[src/rtl/hamming_ctrl_pkg.sv]
// Shared encodings for the Hamming shift-register command sequencer:
// host op codes, sequencer states and register mode pins.
package hamming_ctrl_pkg;

    typedef enum logic [1:0] {
        OP_WRITE  = 2'b00,
        OP_READ   = 2'b01,
        OP_SWAP_R = 2'b10,
        OP_SWAP_L = 2'b11
    } op_e;

    typedef enum logic [2:0] {
        ST_IDLE  = 3'd0,
        ST_WRITE = 3'd1,
        ST_READ  = 3'd2,
        ST_SHIFT = 3'd3,
        ST_RESP  = 3'd4
    } state_e;

    localparam logic [1:0] MODE_SISO_R = 2'b00;
    localparam logic [1:0] MODE_SISO_L = 2'b01;
    localparam logic [1:0] MODE_PISO   = 2'b10;
    localparam logic [1:0] MODE_PIPO   = 2'b11;

endpackage

[src/rtl/hamming_fault_counter.sv]
// Saturating corrected-fault counter with synchronous clear and a level IRQ
// once the count reaches IRQ_THRESH.
module hamming_fault_counter #(
    parameter int CNT_W      = 8,
    parameter int IRQ_THRESH = 16
) (
    input  logic             clk,
    input  logic             rst,
    input  logic             inc,
    input  logic             clr,
    output logic [CNT_W-1:0] count,
    output logic             irq
);

    // Clear dominates a same-cycle increment; the count sticks at all-ones.
    always_ff @(posedge clk) begin
        if (rst || clr) begin
            count <= '0;
        end else if (inc && (count != {CNT_W{1'b1}})) begin
            count <= count + CNT_W'(1);
        end
    end

    assign irq = (32'(count) >= 32'(IRQ_THRESH));

endmodule

[src/rtl/hamming_reg_ctrl.sv]
// Command sequencer for the Hamming-protected shift register: WRITE, READ and
// serial swaps. Define HAMMING_CTRL_FAULT_CNT_EN to include the fault counter/IRQ.
//
// Handshake: a command transfers on a rising clk edge where cmd_valid && cmd_ready;
// cmd_op/cmd_data are sampled only on that edge and may change freely afterwards.
// rsp_valid is a one-cycle strobe with no backpressure; rsp_data holds until the
// next strobe.
module hamming_reg_ctrl #(
    parameter int WIDTH      = 8,
    parameter int CNT_W      = 8,
    parameter int IRQ_THRESH = 16
) (
    input  logic             clk,
    input  logic             rst,
    input  logic             cmd_valid,
    output logic             cmd_ready,
    input  logic [1:0]       cmd_op,
    input  logic [WIDTH-1:0] cmd_data,
    output logic             rsp_valid,
    output logic [WIDTH-1:0] rsp_data,
    output logic             reg_enable,
    output logic             reg_load,
    output logic [1:0]       reg_mode,
    output logic             reg_serial_in,
    output logic [WIDTH-1:0] reg_parallel_in,
    input  logic             reg_serial_out,
    input  logic [WIDTH-1:0] reg_parallel_out,
    input  logic             reg_fault,
    input  logic             fault_clr,
    output logic [CNT_W-1:0] fault_count,
    output logic             fault_irq,
    output logic [2:0]       state_dbg
);

    import hamming_ctrl_pkg::*;

    localparam int KW = $clog2(WIDTH);

    localparam logic [2:0] S_IDLE  = ST_IDLE;
    localparam logic [2:0] S_WRITE = ST_WRITE;
    localparam logic [2:0] S_READ  = ST_READ;
    localparam logic [2:0] S_SHIFT = ST_SHIFT;
    localparam logic [2:0] S_RESP  = ST_RESP;

    logic [2:0]       state_q;
    op_e              op_q;
    logic [WIDTH-1:0] data_q;
    logic [WIDTH-1:0] cap_q;
    logic [WIDTH-1:0] cap_next;
    logic [WIDTH-1:0] rsp_q;
    logic [KW-1:0]    k_q;
    logic [KW-1:0]    bit_idx;
    logic             last_k;
    logic             accept;

    assign accept  = cmd_valid && cmd_ready;
    assign last_k  = (k_q == KW'(WIDTH - 1));
    // SWAP_L walks the word from the MSB so the left shift lands it in order.
    assign bit_idx = (op_q == OP_SWAP_L) ? (KW'(WIDTH - 1) - k_q) : k_q;

    always_comb begin
        cap_next          = cap_q;
        cap_next[bit_idx] = reg_serial_out;
    end

    always_ff @(posedge clk) begin
        if (rst) begin
            state_q <= S_IDLE;
            op_q    <= OP_WRITE;
            data_q  <= '0;
            cap_q   <= '0;
            rsp_q   <= '0;
            k_q     <= '0;
        end else begin
            case (state_q)
                S_IDLE: begin
                    if (accept) begin
                        op_q   <= op_e'(cmd_op);
                        data_q <= cmd_data;
                        k_q    <= '0;
                        case (op_e'(cmd_op))
                            OP_WRITE: state_q <= S_WRITE;
                            OP_READ:  state_q <= S_READ;
                            default:  state_q <= S_SHIFT;
                        endcase
                    end
                end
                S_WRITE: begin
                    rsp_q   <= data_q;
                    state_q <= S_RESP;
                end
                S_READ: begin
                    rsp_q   <= reg_parallel_out;
                    state_q <= S_RESP;
                end
                S_SHIFT: begin
                    // Old contents collect in cap_q so rsp_data stays stable until RESP.
                    cap_q <= cap_next;
                    k_q   <= k_q + KW'(1);
                    if (last_k) begin
                        rsp_q   <= cap_next;
                        state_q <= S_RESP;
                    end
                end
                S_RESP:  state_q <= S_IDLE;
                default: state_q <= S_IDLE;
            endcase
        end
    end

    // Register pins are zero whenever enable is low so correction sees a quiet bus.
    always_comb begin
        reg_enable      = 1'b0;
        reg_mode        = MODE_SISO_R;
        reg_load        = 1'b0;
        reg_serial_in   = 1'b0;
        reg_parallel_in = '0;
        case (state_q)
            S_WRITE: begin
                reg_enable      = 1'b1;
                reg_mode        = MODE_PIPO;
                reg_load        = 1'b1;
                reg_parallel_in = data_q;
            end
            S_SHIFT: begin
                reg_enable    = 1'b1;
                reg_mode      = (op_q == OP_SWAP_L) ? MODE_SISO_L : MODE_SISO_R;
                reg_serial_in = data_q[bit_idx];
            end
            default: ;
        endcase
    end

    assign cmd_ready = (state_q == S_IDLE);
    assign rsp_valid = (state_q == S_RESP);
    assign rsp_data  = rsp_q;
    assign state_dbg = state_q;

`ifdef HAMMING_CTRL_FAULT_CNT_EN
    hamming_fault_counter #(
        .CNT_W      (CNT_W),
        .IRQ_THRESH (IRQ_THRESH)
    ) u_fault_counter (
        .clk   (clk),
        .rst   (rst),
        .inc   (!reg_enable && reg_fault),
        .clr   (fault_clr),
        .count (fault_count),
        .irq   (fault_irq)
    );
`else
    localparam int unused_irq_thresh = IRQ_THRESH;
    logic unused_fault_inputs;
    assign unused_fault_inputs = ^{fault_clr, reg_fault};
    assign fault_count = '0;
    assign fault_irq   = 1'b0;
`endif

endmodule

[config.mk]
export PLATFORM = sky130hd
export DESIGN_NAME = hamming_reg_ctrl
export DESIGN_NICKNAME = d
export VERILOG_FILES = /design/src/rtl/hamming_ctrl_pkg.sv /design/src/rtl/hamming_fault_counter.sv /design/src/rtl/hamming_reg_ctrl.sv
export SDC_FILE = /design/constraint.sdc
export NUM_CORES = 1
export LEC_CHECK = 0
export ABC_AREA = 1
export CORE_MARGIN = 2
export CORE_UTILIZATION = 34
export CTS_CLUSTER_DIAMETER = 150
export DETAILED_ROUTE_END_ITERATION = 6
export PLACE_DENSITY_LB_ADDON = 0.3
export SLEW_MARGIN = 10
export SYNTH_ARGS = -nofsm -noshare
export SYNTH_HDL_FRONTEND = slang
export SYNTH_SLANG_ARGS = --single-unit
[constraint.sdc]
create_clock -name clk -period 2.1 [get_ports clk]
set_clock_uncertainty 0.1 [all_clocks]
set_input_delay 0.315 -clock clk [delete_from_list [all_inputs] [get_ports clk]]
set_output_delay 0.315 -clock clk [all_outputs]
set_load 0.02 [all_outputs]
Word level (Yosys, flattened, before mapping)
Index checks and enable logic that the tools add are counted. W data, S select, Z words.

Bits in registers: 32. Bits in latches: 0. Bits in writable memories: 0. Memory bits (read-only): 0. Bits of input ports: 24. Output and inout bits: 35. Word-level logic and storage cells: 51. Memories kept: 0.

Add/sub/neg operators: 2. Multiply operators: 0. Divide/modulo/power cells: 0. $lt $le $gt $ge: 2. Eq/ne operators: 9. Shift operators: 0. Multiplexer cells: 20. Bitwise logic cells: 0. Reduce and logical (&&, ||, !) cells: 12.

Operator list (number): $pmux W8 S3 (1); $mux W8 (2); $mux W3 (4); $pmux W3 S3 (1); $bwmux W8 (1); $pmux W2 S2 (2); $reduce_and A2 Y1 (4); $eq A3 B2 Y1 const B (2); $eq A3 B3 Y1 const B (2); $mux W1 (6); $pmux W3 S2 (1); $lt A3 B4 Y1 const B (1); $reduce_or A2 Y1 (2); $add A3 B1 Y3 const B (1); $bmux W1 S3 (1); $demux W1 S3 (1); $eq A3 B1 Y1 const B (1); $ge A3 B1 Y1 const B (1); $logic_not A3 Y1 (1); $reduce_bool A3 Y1 (1); $sub A3 B3 Y3 const A (1); $eq A2 B1 Y1 const B (1); $eq A2 B2 Y1 const B (1); $logic_and A1 B1 Y1 (2); other kinds (4) (4).

Longest topological paths before layout
Gate-level depths: netlist of the first run.

Word-level depth: 9. Mapped depth: 11. Mapped depth without buffers: 9.

Least setup slack after synthesis of the first run
Ideal clock, no wire load.

Path kind: reg2out. Start: register op_q[0]. End: output reg_serial_in. Data arrival time: 1.454 ns. Data required time: 1.685 ns. Setup slack: 0.231 ns. Cell stages (with the launch flop): 12. Path buffers: 2. Cell sequence: dfxtp_1 buf_4 nand2_2 nand2_1 nand2_1 buf_4 nand2_1 o211ai_1 o21ai_0 nand2_1 nand2_1 nor2_1.

Cells in the longest elaborated chain, start to end: 5.

Ends and longest elaborated chain: start, declared (RTL line hamming_reg_ctrl.sv:46) `op_e op_q;`; start signal, assigned (RTL line hamming_reg_ctrl.sv:78) `op_q <= op_e'(cmd_op);`; $eq A2 B2 Y1 (RTL line hamming_reg_ctrl.sv:59) `assign bit_idx = (op_q == OP_SWAP_L) ? (KW'(WIDTH - 1) - k_q) : k_q;`; $mux W3 (RTL line hamming_reg_ctrl.sv:59); $bmux W1 S3 (RTL line hamming_reg_ctrl.sv:128) `reg_serial_in = data_q[bit_idx];`; $mux W1 (implied by the code) (RTL line hamming_reg_ctrl.sv:128); $mux W1 (RTL line hamming_reg_ctrl.sv:118) `case (state_q)`; end, declared (RTL line hamming_reg_ctrl.sv:24) `output logic reg_serial_in,`.

No other way between the ends. The select of a mux whose other input is x is not followed.

Final worst setup path of the first run
Ends and elaborated chain as after synthesis.

==> results of run 1 <==
-- synthesized netlist by cell type --
master,n
nand2_1,65
inv_1,38
nor2_1,33
dfxtp_1,32
nand3_1,29
a21oi_1,23
o21ai_0,15
buf_4,12
nand4_1,12
clkbuf_1,7
ha_1,2
nand2_2,2
nor2_2,2
and2_1,1
buf_2,1
buf_6,1
buf_8,1
clkbuf_4,1
conb_1,1
inv_2,1
nor3_1,1
nor3_2,1
o2111ai_1,1
o211ai_1,1
o21a_1,1
or2_4,1
-- layer usage --
| layer | vias up | global-route usage | wire length [um] |
|---|---|---|---|
| met4 | 0 | 0.0536 | 72 |
| met1 | 837 | 0.204 | 2180 |
| met2 | 58 | 0.284 | 2130 |
| met3 | 8 | 0.0388 | 275 |
| li1 | 1001 | - | - |
| met5 | - | 0 | 0 |
-- worst max-delay path, stage by stage, from the launching register on --
cell and delay [ps]:
dfxtp_2 350, nand2_2 80, nand2_1 110, nand2_4 80, o211ai_1 170, o21ai_0 110, nand2_1 60, nand2_1 50
nor2_1 130, buf_4 160
-- report_power, final --
group / leakage (uW) / internal, uW / total [uW] / switching, uW
combinational: 0.000864 / 187 / 431 / 245
clock: 0.0000510 / 261 / 495 / 234
sequential: 0.000263 / 657 / 695 / 37.2
-- repair_timing --
action                     CTS  global route
gates resized for setup     18             7
pin swaps                    0             1
setup endpoints to repair   13             9
-- final cells by class --
class | instances | area, um2
Fill cell | 548 | 2650
Tap cell | 70 | 87.6
Multi-Input combinational cell | 199 | 925
Sequential cell | 32 | 646
Inverter | 39 | 146
Clock buffer | 6 | 82.6
Clock inverter | 2 | 10.0
Timing Repair Buffer | 66 | 596
-- worst paths after layout --
| check | to | slack [ps] | depth (start not counted) |
|---|---|---|---|
| hold / removal | cap_q[5]$_SDFFE_PP0P_ | 360 | 2 |
| setup reg to reg | rsp_data[1]$_SDFFE_PP0P_ | 260 | 9 |
| hold reg to reg | cap_q[5]$_SDFFE_PP0P_ | 360 | 2 |
| setup / recovery | reg_serial_in | 100 | 9 |
-- state kept, by name (all words and copies together), names as in the netlist --
register / count
rsp_data: 8
state_dbg: 3
k_q: 3
op_q: 2
data_q: 8
cap_q: 8
-- logic make-up (layout without fill, tap and decap cells) --
family          after synthesis  in the layout
flops                        32             32
simple gates                147            147
compound gates               41             41
other cells                   1              9
fa+ha+maj                     2              2
buf+inv                      62            113
-- stage by stage --
stage	instances	utilization	hold slack [ps]	power, uW
2_1_floorplan	293	-	345	982
3_3_place_gp	406	0.468	351	1140
3_5_place_dp	406	0.468	354	1140
4_1_cts	414	0.482	364	1630
5_1_grt	414	0.485	389	1710
6_report	414	0.485	364	1620
==> results_dict.tcl, run 1 <==
set metrics [dict create \
    wirelength_um 4660 \
    cts_buffers 5 \
    postCtsSetupBuffers 0 \
    syn_inst 285 \
    leakage_uw 0.00118 \
    hold_viol_final 0 \
    wl_per_cell_um 11.3 \
    synth-simple-area-share 0.352 \
    grt_max_degree 22 \
    synth_cell_types 26 \
    cts_num_sinks 32 \
    setup_tns_ps 0 \
    r2r-start "k_q[0]$_SDFFE_PP0P_" \
    io_buffers 47 \
    setup_violations 0 \
    status "complete, no violations" \
    crit_arrival_ps 1590 \
    final_layout_size_suffix_gt1_frac 0.119 \
    pin_count 59 \
    path_class "reg2out" \
    clk_latency_ps 280 \
    die_area_mm2 0.00598 \
    via_count 1904 \
    synthTopCellsByArea "dfxtp_1, nand2_1, nand3_1" \
    avgViaCountPerCell 4.60 \
    clk_path_buf_depth 2 \
    die_y_um 77.3 \
    ys_warn_count 0 \
    layout_common_cells "nand2_1, inv_1, clkdlybuf4s50_1, nor2_1, nand3_1" \
    drt_iter0_markers 62 \
    fin_area_mm2 0.00249 \
    grt.total_usage 0.166 \
    final_max_slew_viol_count 0 \
    drv_cap 0 \
    yosysTopAreaCell "dfxtp_1" \
    ir_worst_vdd_mv 0.497 \
    hold_buffers 0 \
    synth_mux_area_frac 0 \
    die_width_um 77.3 \
    cts_root_buffer "clkbuf_8" \
    drcViolationCount 0 \
    dp_hpwl_um 3560 \
    finalCritPeriodShare 0.953 \
    globalRouteOverflowTotal 0 \
    min_path_type "reg2reg" \
    ys_ff_latch 32 \
    fin_ws_ps 98.6 \
    cts.htree.levels 2 \
    synth_top_family_by_area "simple AND/OR/NAND/NOR gates" \
    synth_xor_area_frac 0 \
    required_ps 1680 \
    period_needed_ps 2000 \
    grt_pass1_vias 1765 \
    worstHoldStart "cap_q[5]$_SDFFE_PP0P_" \
    dpl_cell_area_mm2 0.00240 \
    fmax_mhz 500 \
    post-place-ws_ps -161 \
    core_mm2 0.00514 \
    rows 26 \
    cts_tree "built" \
    syn-cell-area_mm2 0.00183 \
    cp_max_fo 7 \
    rsz0062_at_grt "yes" \
    worstSetupStartpointType "flip-flop" \
    cp-end-kind "output pin" \
    insertedDiodeCount 0 \
    avgSynthCellArea_um2 6.41 \
    ys_seq_area_frac 0.350 \
    area_growth_pct 36.3 \
    layout.nets 369 \
    synth_top_area_frac 0.350 \
    clk_pin_slew_worst_paths_ps 60 \
    synth-adder-area-share 0.0137 \
    gp_congestion 0.812 \
    layout_commonest_cell "nand2_1" \
    initial_core_util 0.356 \
    powerDensity_mw_per_mm2 651 \
    antenna_left 0 \
    grt_pass1_wl_um 7910 \
    critPathLaunch "op_q[0]$_SDFFE_PP0P_" \
    antenna_found_initial 0 \
    drt_pass1_iterations 4 \
    synth_compound_area_frac 0.117 \
]
Power figures use the tool's default switching activity.
==> inputs of run 2 (changes only) <==
- SYNTH_HIERARCHICAL: default -> 1
==> results of run 2 <==
The final DEF is identical to that of run 1; final timing and power are the same.
Main changes from that run: Yosys warning count 0 -> 6
